--- config.mk ---
export PLATFORM = sky130hd
export DESIGN_NAME = gpio_bank
export DESIGN_NICKNAME = d
export VERILOG_FILES = /design/src/rtl/gpio_bank.sv
export SDC_FILE = /design/constraint.sdc
export NUM_CORES = 1
export LEC_CHECK = 0
export ABC_AREA = 1
export ABC_CLOCK_PERIOD_IN_PS = 2800
export CAP_MARGIN = 10
export CORE_MARGIN = 3
export CORE_UTILIZATION = 35
export CTS_CLUSTER_DIAMETER = 100
export DETAILED_ROUTE_END_ITERATION = 8
export DONT_BUFFER_PORTS = 1
export SLEW_MARGIN = 20
export SYNTH_ARGS = -nofsm -noshare
export SYNTH_HDL_FRONTEND = slang
export SYNTH_SLANG_ARGS = --single-unit
export TNS_END_PERCENT = 20
--- constraint.sdc ---
create_clock -name clk -period 2.8 [get_ports clk]
set_clock_uncertainty 0.2 [all_clocks]
set_input_delay 0.84 -clock clk [delete_from_list [all_inputs] [get_ports clk]]
set_output_delay 0.84 -clock clk [all_outputs]
set_load 0.01 [all_outputs]
--- src/rtl/gpio_bank.sv ---
// Memory-mapped GPIO bank: NCH synchronised input channels, NCH output registers,
// per-channel change status (write-1-to-clear), and a maskable registered interrupt.
module gpio_bank #(
  parameter int unsigned WIDTH       = 32,
  parameter int unsigned NCH         = 4,
  parameter int unsigned SYNC_STAGES = 2,
  parameter int unsigned AW          = $clog2(2*NCH+2)
) (
  input  logic                 clk,
  input  logic                 rst_n,
  input  logic [AW-1:0]        a,
  input  logic                 we,
  input  logic [WIDTH-1:0]     wd,
  output logic [WIDTH-1:0]     rd,
  input  logic [NCH*WIDTH-1:0] gpi,
  output logic [NCH*WIDTH-1:0] gpo,
  output logic                 irq
);

  localparam int unsigned BW     = NCH * WIDTH;
  localparam int unsigned STAT_A = 2 * NCH;
  localparam int unsigned MASK_A = 2 * NCH + 1;

  logic [BW-1:0]  sync_q [SYNC_STAGES];
  logic [BW-1:0]  in_sync;
  logic [BW-1:0]  prev_q;
  logic [BW-1:0]  out_q;
  logic [BW-1:0]  out_d;
  logic [NCH-1:0] stat_q;
  logic [NCH-1:0] stat_d;
  logic [NCH-1:0] mask_q;
  logic [NCH-1:0] mask_d;
  logic [NCH-1:0] change;
  logic [NCH-1:0] clr;
  logic           irq_q;
  logic           irq_d;

  assign in_sync = sync_q[SYNC_STAGES-1];
  assign gpo     = out_q;
  assign irq     = irq_q;

  // Per-channel change detect against last cycle's synchronised value
  always_comb begin
    change = '0;
    for (int unsigned i = 0; i < NCH; i++) begin
      change[i] = (in_sync[i*WIDTH +: WIDTH] != prev_q[i*WIDTH +: WIDTH]);
    end
  end

  // Next-state: register writes, W1C status (set wins), irq from next-state values
  always_comb begin
    out_d  = out_q;
    clr    = '0;
    mask_d = mask_q;
    for (int unsigned i = 0; i < NCH; i++) begin
      if (we && (a == AW'(NCH + i))) begin
        out_d[i*WIDTH +: WIDTH] = wd;
      end
    end
    if (we && (a == AW'(STAT_A))) begin
      clr = wd[NCH-1:0];
    end
    if (we && (a == AW'(MASK_A))) begin
      mask_d = wd[NCH-1:0];
    end
    stat_d = change | (stat_q & ~clr);
    irq_d  = |(stat_d & mask_d);
  end

  // Read mux, combinational from address and registered state
  always_comb begin
    rd = '0;
    for (int unsigned i = 0; i < NCH; i++) begin
      if (a == AW'(i)) begin
        rd = in_sync[i*WIDTH +: WIDTH];
      end
      if (a == AW'(NCH + i)) begin
        rd = out_q[i*WIDTH +: WIDTH];
      end
    end
    if (a == AW'(STAT_A)) begin
      rd = WIDTH'(stat_q);
    end
    if (a == AW'(MASK_A)) begin
      rd = WIDTH'(mask_q);
    end
  end

  always_ff @(posedge clk or negedge rst_n) begin
    if (!rst_n) begin
      for (int unsigned s = 0; s < SYNC_STAGES; s++) begin
        sync_q[s] <= '0;
      end
      prev_q <= '0;
      out_q  <= '0;
      stat_q <= '0;
      mask_q <= '0;
      irq_q  <= 1'b0;
    end else begin
      sync_q[0] <= gpi;
      for (int unsigned s = 1; s < SYNC_STAGES; s++) begin
        sync_q[s] <= sync_q[s-1];
      end
      prev_q <= in_sync;
      out_q  <= out_d;
      stat_q <= stat_d;
      mask_q <= mask_d;
      irq_q  <= irq_d;
    end
  end

endmodule

==> flow_summary.yaml, run 1 <==
clock_tree:
  worstSkewPairLatency_ps: 610
  cts.sink_count: 521
  cts.reportedPaths.clkPinSlew_ps: 60
  tritoncts: "done"
  clk_root_buffer_cell: "sky130_fd_sc_hd__clkbuf_16"
  cts-buffers-inserted: 53
  maximum_level_of_the_cts_h_tree: 2
  max-clock-path-buffers: 3
setup_path:
  ff2ff_path_depth: 10
  arrival_ps: 2110
  worst-path-max-fanout: 6
  worstReg2RegStart: "in_sync[119]"
  critical_path_type: "in -> out"
  worstSetupEndpointType: "primary output"
  cp_data_required_time_ps: 1760
  r2r_setup_slack_ps: 870
  category_of_the_worst_setup_path_launch_point: "input port"
  r2r_end: "irq"
sta:
  period_utilisation_layout_pct: 112
  fin_setup_tns_ps: -8040
  worst-slew-pin-transition_ps: 1920
  final-setup-viol-count: 32
  setup_slack_ps: -350
  achievable-frequency_mhz: 317
  hold_viol_final: 220
  relSlewSlack_pct: -27.8
  finalCriticalPeriod_ps: 3150
  rsz0062_at_grt: "true"
  worst_hold_slack_ps: -242
  final_max_slew_viol_count: 259
synth:
  yosysTopAreaCellShare_pct: 69.9
  post_synthesis_cell_count: 1713
  yosys_warnings: 0
  share_of_synthesized_area_spent_on_multiplexers_pct: 0
  synth.cells.most_frequent: "521 x sky130_fd_sc_hd__dfrtp_1, 484 x sky130_fd_sc_hd__nand2_1, 145 x sky130_fd_sc_hd__inv_1, 129 x sky130_fd_sc_hd__o21ai_0, 101 x sky130_fd_sc_hd__xnor2_1"
  synth_async_sr_flop_share_pct: 100
  synth-edff-count: 0
  synth_xor_xnor_area_share_pct: 4.74
  synth-compound-area-share_pct: 5.35
  synth_top_area_cell: "sky130_fd_sc_hd__dfrtp_1"
  synth.most_common_cell: "sky130_fd_sc_hd__dfrtp_1"
  avgSynthCellArea_sq_um: 10.9
  postSynth.topFlopCell: "sky130_fd_sc_hd__dfrtp_1"
  synthesis.area_sq_mm: 0.0186
  postSynthRegisterBits: 521
  synth_cell_type_count: 23
  simple_gate_fraction_of_synth_area_pct: 15.4
  synth_top_family_by_area: "simple AND/OR/NAND/NOR gates"
  synth.area.top_cells: "sky130_fd_sc_hd__dfrtp_1 70%, sky130_fd_sc_hd__nand2_1 9.7%, sky130_fd_sc_hd__xnor2_1 4.7%"
  postSynthNetCount: 1880
  post_synth_fa_ha_maj_area_fraction_pct: 0
  seq_area_frac_synth_pct: 69.9
die:
  floorplan.initialDensity_pct: 35.8
  dieWidth_microns: 237
  design.portCount: 328
  core_sq_mm: 0.0520
  rows: 83
  fp.dieArea_sq_mm: 0.0561
  die_h_microns: 237
grt:
  grt_pass1_vias: 12519
  track_usage_pct: 19.6
  grt_max_degree: 522
  gr-total-overflow: 0
  grt_antenna_before_repair: 9
  grt_first_pass_wirelength_microns: 81000
pwr:
  total_switching_power_mw: 4.53
  cellLeakagePower_nw: 10.5
  vdd_ir_drop_max_uv: 525
  clock_power_share_pct: 41.1
  power_density_over_the_cells_mw_per_mm2: 778
  power_frac_seq_pct: 52.6
  share_comb_of_total_power_pct: 6.3
  switching_share_of_total_power_pct: 26.0
  design_power_total_mw: 17.4
  power.internal_mw: 12.9
cells_and_area:
  area_of_the_multi_input_gates_sq_mm: 0.00509
  ratio_of_cells_with_drive_above_1_in_the_final_layout_pct: 16.3
  final-seq-area_sq_mm: 0.0130
  final.fill_count: 4803
  areaGrowthSynthToFinish_pct: 20.0
  nNetsFinal: 1971
run_status:
  violated_checks: "negative hold slack, max-slew violations, negative setup slack"
  status: "finished, violations left"
route:
  antenna_left: 0
  drt_pass1_iterations: 7
  post_drt_wl_per_cell_microns: 21.7
  via_per_instance_ratio: 4.76
  dr_total_vias: 12040
  drt_first_iter_violations: 846
  wirelength_microns: 55000
  post-route-drc-count: 0
placed_design:
  gpl.final_weighted_congestion: 0.893
  post-dp-hpwl_microns: 40700
  placement.setup.worst_slack_ps: -537
  port-buffer-count: 0
hold_path:
  path_category_of_the_worst_min_delay_check: "in -> async"
job:
  max-cap-violations: 0
-- sequential cells by signal, indices dropped and copies added, names as in the netlist --
register and flops:
sync_q 128, in_sync 128, stat_q 4, irq 1
prev_q 128, mask_q 4, gpo 128
-- cell usage in the layout, fill, tap and decap left out, drive strengths merged, types with 30 or more instances in the layout --
cell	count
a21oi	30
nand2	493
inv	156
nor2	62
xnor2	101
nand4	38
dfrtp	521
buf	89
clkbuf	76
o21ai	163
nand3	69
-- power groups by stage --
stage	Sequential (mW)	Clock, mW	Combinational (mW)
2_1_floorplan	8.91	0	0.737
3_3_place_gp	9.26	0	0.983
3_5_place_dp	9.28	0	1.02
4_1_cts	9.15	7.34	1.09
5_1_grt	9.24	7.66	1.25
6_report	9.14	7.16	1.10
-- layout make-up --
class | instances | share of cell area [%]
Inverter | 152 | 2.76
Timing Repair inverter | 1 | 0.0280
Clock buffer | 75 | 6.97
Timing Repair Buffer | 91 | 4.28
Clock inverter | 22 | 1.08
Sequential cell | 521 | 58.3
Tap cell | 680 | 3.80
Antenna cell | 5 | 0.0559
Multi-Input combinational cell | 984 | 22.7
-- logic make-up after synthesis --
kind of cell           after synthesis
AO/OA/AOI/OAI                      198
AND/OR/NAND/NOR                    685
flip-flops                         521
buffers and inverters              208
XOR/XNOR                           101
-- metal layers --
layer,global-route usage (%),vias up,share of wire (%)
li1,-,5604,-
met1,23.3,5888,38
met2,33.0,447,49
met3,7.05,95,10
met4,6.52,6,3.1
met5,0.260,-,0.065
-- through the flow --
| stage | area (sq um) | cells | hold WS, ps | util [%] |
|---|---|---|---|---|
| 2_1_floorplan | 18700 | 1713 | 131 | - |
| 3_3_place_gp | 20000 | 2420 | 134 | 38.3 |
| 3_5_place_dp | 20000 | 2420 | 135 | 38.3 |
| 4_1_cts | 22200 | 2527 | -285 | 42.6 |
| 5_1_grt | 22400 | 2528 | -281 | 43.0 |
| 6_report | 22400 | 2531 | -242 | 43.0 |
-- worst max-delay path by stage --
| stage | from | to | depth (start not counted) |
|---|---|---|---|
| finish | a[2] | rd[1] | 11 |
| CTS | a[2] | rd[26] | 12 |
| global placement | a[3] | rd[26] | 8 |
| floorplan | a[0] | rd[26] | 9 |
| global route | a[2] | rd[2] | 12 |
| detailed placement | a[3] | rd[26] | 8 |
-- critical path, cell delays in order --
cell                       delay (ps)
sky130_fd_sc_hd__inv_12            30
sky130_fd_sc_hd__nor2_4            50
sky130_fd_sc_hd__nand2_4          130
sky130_fd_sc_hd__clkinv_8         100
sky130_fd_sc_hd__buf_4            160
sky130_fd_sc_hd__nand2_1           50
sky130_fd_sc_hd__o21ai_0          120
sky130_fd_sc_hd__nor2_1           180
sky130_fd_sc_hd__nand4_1          110
sky130_fd_sc_hd__nor2_1           100
sky130_fd_sc_hd__nand4_1          250
-- timing repair --
action                                  CTS  global route
gates cloned                              4             1
pin swaps                                23            39
setup buffers                             7             1
hold endpoints to repair                521           521
endpoints found under the setup margin   32            32
gates resized for setup                  84            61
Power figures use the tool's default switching activity.
==> inputs of run 2 (changes only) <==
--- a/config.mk
+++ b/config.mk
@@ -11,8 +11,10 @@
 export CORE_MARGIN = 3
 export CORE_UTILIZATION = 35
 export CTS_CLUSTER_DIAMETER = 100
+export CTS_CLUSTER_SIZE = 40
 export DETAILED_ROUTE_END_ITERATION = 8
 export DONT_BUFFER_PORTS = 1
+export HOLD_SLACK_MARGIN = 0.02
 export SLEW_MARGIN = 20
 export SYNTH_ARGS = -nofsm -noshare
 export SYNTH_HDL_FRONTEND = slang
==> run 2 against run 1 <==
  * The run still ends with negative hold slack, max-slew violations, negative setup slack left
  * Total power shrank 21%
  * Core utilization shrank 2.8 points
  * Maximum frequency grew 0.43%
  * Via count shrank 2.4%
  * Clock power shrank 52%
  * Design area shrank 6.4%
  * Wire length shrank 1.8%
  * First-iteration DRC count grew 6.7%
  * Die area is the same
  * Global-route usage shrank 0.80 points
  * Hold slack gained 20 ps
  * Largest power group unchanged
  * Highest routed layer unchanged
==> flow_summary.yaml, run 2 (same netlist as run 1, synthesis figures left out) <==
die:
  die_h_microns: 237
  fp.dieArea_sq_mm: 0.0561
  rows: 83
  core_sq_mm: 0.0520
  floorplan.initialDensity_pct: 35.8
  dieWidth_microns: 237
  design.portCount: 328
setup_path:
  worst-path-max-fanout: 7
  critical_path_type: "in -> out"
  crit_buf_inv: 6
  max_stage_delay_ps: 180
  timing.critical_path.slowest_stage_cell: "sky130_fd_sc_hd__nor2_4"
  arrival_ps: 2100
  category_of_the_worst_setup_path_launch_point: "input port"
  cp_data_required_time_ps: 1760
  path_cells: "inv_8 > nor2_4 > nand2_2 > inv_4 > buf_12 > buf_8 > nand2_2 > nand2_1 > inv_1 > nand4_1 > o21ai_1 > nand3_1 > nand2_1 > inv_2"
  worstSetupEndpointType: "primary output"
  critical-path-top-delay-family: "simple AND/OR/NAND/NOR gates"
placed_design:
  port-buffer-count: 0
  postPlaceCellArea_sq_mm: 0.0200
  number_of_placed_instances_with_taps_included: 2420
  post-dp-hpwl_microns: 40700
  gpl.final_weighted_congestion: 0.893
run_status:
  status: "finished, violations left"
  violated_checks: "negative hold slack, max-slew violations, negative setup slack"
pwr:
  total_switching_power_mw: 3.76
  share_comb_of_total_power_pct: 7.9
  vdd_ir_drop_max_uv: 466
  clock_power_share_pct: 25.3
  design_power_total_mw: 13.7
  switching_share_of_total_power_pct: 27.5
  power_density_over_the_cells_mw_per_mm2: 653
  power_frac_seq_pct: 66.8
  power.internal_mw: 9.90
  cellLeakagePower_nw: 9.83
sta:
  final-setup-viol-count: 32
  worst_hold_slack_ps: -222
  achievable-frequency_mhz: 319
  finalCriticalPeriod_ps: 3140
  setup_slack_ps: -336
  worst-slew-pin-transition_ps: 1850
  period_utilisation_layout_pct: 112
  final_max_slew_viol_count: 204
  rsz0062_at_grt: "true"
  relSlewSlack_pct: -23.0
  hold_viol_final: 188
  fin_setup_tns_ps: -8170
grt:
  grt_max_degree: 522
  grt_antenna_before_repair: 8
  grt_first_pass_wirelength_microns: 78600
  grt_pass1_vias: 12067
  gr-total-overflow: 0
  track_usage_pct: 18.8
route:
  drt_pass1_iterations: 5
  post_drt_wl_per_cell_microns: 22.0
  wirelength_microns: 54000
  antenna_left: 0
  drt_first_iter_violations: 903
  via_per_instance_ratio: 4.78
  post-route-drc-count: 0
  dr_total_vias: 11746
cells_and_area:
  ratio_of_cells_with_drive_above_1_in_the_final_layout_pct: 12.4
  layout_commonest_cell: "sky130_fd_sc_hd__dfrtp_1"
  nNetsFinal: 1934
  areaGrowthSynthToFinish_pct: 12.2
  layout.cells.non_filler: 2457
  fin_area_sq_mm: 0.0209
  layout.cells.most_common_list: "521 x sky130_fd_sc_hd__dfrtp_1, 468 x sky130_fd_sc_hd__nand2_1, 130 x sky130_fd_sc_hd__inv_1, 122 x sky130_fd_sc_hd__o21ai_0, 101 x sky130_fd_sc_hd__xnor2_1"
job:
  max-cap-violations: 0
clock_tree:
  cts.sink_count: 521
  clk_root_buffer_cell: "sky130_fd_sc_hd__clkbuf_16"
  maximum_level_of_the_cts_h_tree: 1
  cts.reportedPaths.clkPinSlew_ps: 130
  tritoncts: "done"
  worstSkewPairLatency_ps: 560
  cts-buffers-inserted: 17
  max-clock-path-buffers: 3
hold_path:
  path_category_of_the_worst_min_delay_check: "in -> async"
-- run 2: worst paths after layout --
kind,cells after the start,slack [ps],endpoint,startpoint
worst max-delay path,14,-340,rd[27],a[2]
min in group clk,0,80,sync_q[173],gpi[45]
worst max register to register,10,900,irq,in_sync[120]
worst min register to register,0,160,in_sync[46],sync_q[174]
max in group asynchronous,0,1180,prev_q[100],rst_n
worst min-delay path,0,-220,prev_q[36],rst_n
-- run 2: worst register-to-register path, stage by stage, from the launching register on --
cell and delay (ps):
sky130_fd_sc_hd__dfrtp_1 470, sky130_fd_sc_hd__xnor2_1 180, sky130_fd_sc_hd__nand2_1 70, sky130_fd_sc_hd__nor2_1 110, sky130_fd_sc_hd__nand2_1 60, sky130_fd_sc_hd__nor2_1 300, sky130_fd_sc_hd__nand3_1 190, sky130_fd_sc_hd__nand2_1 100
sky130_fd_sc_hd__nand2_1 50, sky130_fd_sc_hd__inv_1 50, sky130_fd_sc_hd__nand2_1 40
-- run 2: power by group through the flow --
stage          clock network [mW]  registers [mW]  logic, mW
4_1_cts                      3.59            9.14       1.06
6_report                     3.46            9.13       1.08
2_1_floorplan                   0            8.91      0.737
3_3_place_gp                    0            9.26      0.983
5_1_grt                      3.83            9.24       1.23
3_5_place_dp                    0            9.28       1.02
-- run 2: through the flow --
stage	setup WS [ps]	utilization [%]	hold slack (ps)
2_1_floorplan	-24.9	-	131
3_3_place_gp	-494	38.3	134
3_5_place_dp	-537	38.3	135
4_1_cts	-316	39.7	-246
5_1_grt	-422	40.2	-264
6_report	-336	40.2	-222
-- run 2: repair_timing --
item / CTS / global route
resized for setup: 49 / 61
buffers inserted: 3 / 5
endpoints found under the setup margin: 32 / 32
cloned: 1 / 3
pin swaps: 10 / 18
hold endpoints to repair: 521 / 521
-- run 2: area by class of cell --
| cell class | instances | area [sq um] |
|---|---|---|
| antenna | 6 | 15.0 |
| inverter | 152 | 603 |
| sequential | 521 | 13000 |
| clock buffer | 18 | 429 |
| tap | 680 | 851 |
| multi-input combinational | 984 | 5010 |
| fill | 4941 | 31100 |
| clock inverter | 5 | 77.6 |
| timing repair buffer | 90 | 901 |
| timing repair inverter | 1 | 5.00 |
-- run 2: metal layers --
layer	global-route usage, %	vias up	wire length, microns
li1	-	5460	-
met1	22.4	5823	20800
met2	32.9	401	26900
met3	6.59	58	5120
met4	3.96	4	1210
met5	0	-	29
==> inputs of run 3 (changes only) <==
--- a/config.mk
+++ b/config.mk
@@ -8,7 +8,7 @@
 export ABC_AREA = 1
 export ABC_CLOCK_PERIOD_IN_PS = 2800
 export CAP_MARGIN = 10
-export CORE_MARGIN = 3
+export CORE_MARGIN = 1.5
 export CORE_UTILIZATION = 35
 export CTS_CLUSTER_DIAMETER = 100
 export CTS_CLUSTER_SIZE = 40
==> run 3 against run 2 <==
  * The flow finishes with violations (negative hold slack, negative setup slack)
  * Maximum frequency grew 0.80%
  * Die area shrank 2.5%
  * Critical path depth decreased by 2
  * Largest power group unchanged
  * Flip-flop and latch count unchanged
  * Wire length fell by 1.9%
  * Hold slack got worse by 6.5 ps
  * Non-clock buffer count is 12 lower
  * Core utilization decreased by 0.061 points
  * Total power rose by 1.4%
==> flow_summary.yaml, run 3 (same netlist as run 1, synthesis figures left out) <==
run_status:
  status: "finished, violations left"
  violated_checks: "negative hold slack, negative setup slack"
die:
  design.portCount: 328
  floorplan.initialDensity_pct: 35.4
  dieWidth_microns: 234
  rows: 84
  fp.dieArea_sq_mm: 0.0547
  core_sq_mm: 0.0527
  die_h_microns: 234
cells_and_area:
  layout.cells.most_common_list: "521 x sky130_fd_sc_hd__dfrtp_1, 456 x sky130_fd_sc_hd__nand2_1, 126 x sky130_fd_sc_hd__inv_1, 121 x sky130_fd_sc_hd__o21ai_0, 101 x sky130_fd_sc_hd__xnor2_1"
  nNetsFinal: 1923
  fin_util_pct: 40.2
  ratio_of_cells_with_drive_above_1_in_the_final_layout_pct: 13.7
  layout_commonest_cell: "sky130_fd_sc_hd__dfrtp_1"
  areaGrowthSynthToFinish_pct: 13.4
grt:
  gr-total-overflow: 0
  grt_pass1_vias: 11710
  track_usage_pct: 19.1
  grt_first_pass_wirelength_microns: 76500
  grt_antenna_before_repair: 16
  grt_max_degree: 522
clock_tree:
  maximum_level_of_the_cts_h_tree: 1
  max-clock-path-buffers: 3
  cts-buffers-inserted: 18
  cts.reportedPaths.clkPinSlew_ps: 130
  cts.sink_count: 521
  clk_root_buffer_cell: "sky130_fd_sc_hd__clkbuf_16"
  worstSkewPairLatency_ps: 570
  tritoncts: "done"
setup_path:
  path_cells: "clkinv_8 > nor2_4 > nand2_2 > clkinv_4 > buf_12 > buf_16 > nand2_4 > o21ai_2 > nor2_2 > nand4_1 > nor2_1 > nand4_1"
  critical_path_type: "in -> out"
  r2r_setup_slack_ps: 990
  cell_mode_on_critical_path: "sky130_fd_sc_hd__nand4_1"
  category_of_the_worst_setup_path_launch_point: "input port"
  worst-path-max-fanout: 9
  max_stage_delay_ps: 260
  ff2ff_path_depth: 10
  worst-path-stages: 12
  worstSetupEndpointType: "primary output"
  r2r_end: "irq"
  crit_buf_inv: 4
  cp_data_required_time_ps: 1760
  worstReg2RegStart: "in_sync[120]"
  arrival_ps: 2070
  timing.critical_path.slowest_stage_cell: "sky130_fd_sc_hd__nand4_1"
  critical-path-top-delay-family: "simple AND/OR/NAND/NOR gates"
route:
  wirelength_microns: 53000
  via_per_instance_ratio: 4.76
  dr_total_vias: 11712
  antenna_left: 0
  post_drt_wl_per_cell_microns: 21.6
  post-route-drc-count: 0
  drt_pass1_iterations: 5
  drt_first_iter_violations: 919
placed_design:
  post-dp-hpwl_microns: 39600
  placement.setup.worst_slack_ps: -416
  port-buffer-count: 0
  gpl.final_weighted_congestion: 0.878
sta:
  achievable-frequency_mhz: 321
  final_max_slew_viol_count: 0
  final-setup-viol-count: 32
  fin_setup_tns_ps: -7370
  setup_slack_ps: -312
  worst_hold_slack_ps: -229
  relSlewSlack_pct: 33.5
  hold_viol_final: 521
  finalCriticalPeriod_ps: 3110
  rsz0062_at_grt: "true"
  worst-slew-pin-transition_ps: 998
  period_utilisation_layout_pct: 111
pwr:
  vdd_ir_drop_max_uv: 530
  power_density_over_the_cells_mw_per_mm2: 655
  cellLeakagePower_nw: 9.90
hold_path:
  path_category_of_the_worst_min_delay_check: "in -> async"
job:
  max-cap-violations: 0
run 3: worst register-to-register path: cells and delay by family, from the launching register on:
family,cells,cell delay (ps)
xor gates and xnor gates,1,170
buffers and inverters,1,40
DFF,1,460
and+or+nand+nor,8,840
run 3: final cells by class:
cell class	count	area (sq um)
Sequential cell	521	13000
Fill cell	5036	31500
Timing Repair inverter	1	5.00
Antenna cell	6	15.0
Clock inverter	7	96.3
Timing Repair Buffer	78	890
Clock buffer	21	483
Inverter	152	618
Multi-Input combinational cell	984	5140
Tap cell	688	861
run 3: per-stage QoR:
stage,power [mW],area [sq um],hold WS (ps),cells
2_1_floorplan,9.64,18700,131,1713
3_3_place_gp,10.2,19800,134,2409
3_5_place_dp,10.3,19800,135,2409
4_1_cts,14.0,20800,-271,2444
5_1_grt,14.5,21100,-279,2455
6_report,13.9,21200,-229,2458
run 3: how the worst max path moves through the flow:
stage,start,to,slack [ps]
floorplan,a[0],rd[26],-20
global placement,a[2],rd[3],-410
detailed placement,a[2],rd[3],-420
CTS,a[2],rd[13],-270
global route,a[2],rd[22],-390
finish,a[2],rd[0],-310
run 3: routing by layer:
metal  GRT usage [%]  part of all wire (%)
met1            22.7                    39
met2            34.2                    51
met5               0                  0.18
met3            5.76                   8.0
met4            4.07                   2.1
run 3: timing repair:
item                                   4_1_cts  5_1_grt
setup endpoints to repair                   32       32
cloned                                       3        2
pin swaps                                   18       34
buffers inserted                             6        7
endpoints found under the hold margin      521      521
gates resized for setup                     86       71
run 3: power by group:
| part | internal, mW | switching [mW] | leakage (nW) | total, mW |
|---|---|---|---|---|
| logic | 0.474 | 0.605 | 3.43 | 1.08 |
| clock network | 1.33 | 2.34 | 0.281 | 3.66 |
| registers | 8.19 | 0.922 | 6.20 | 9.11 |
| total | 9.99 | 3.86 | 9.90 | 13.9 |
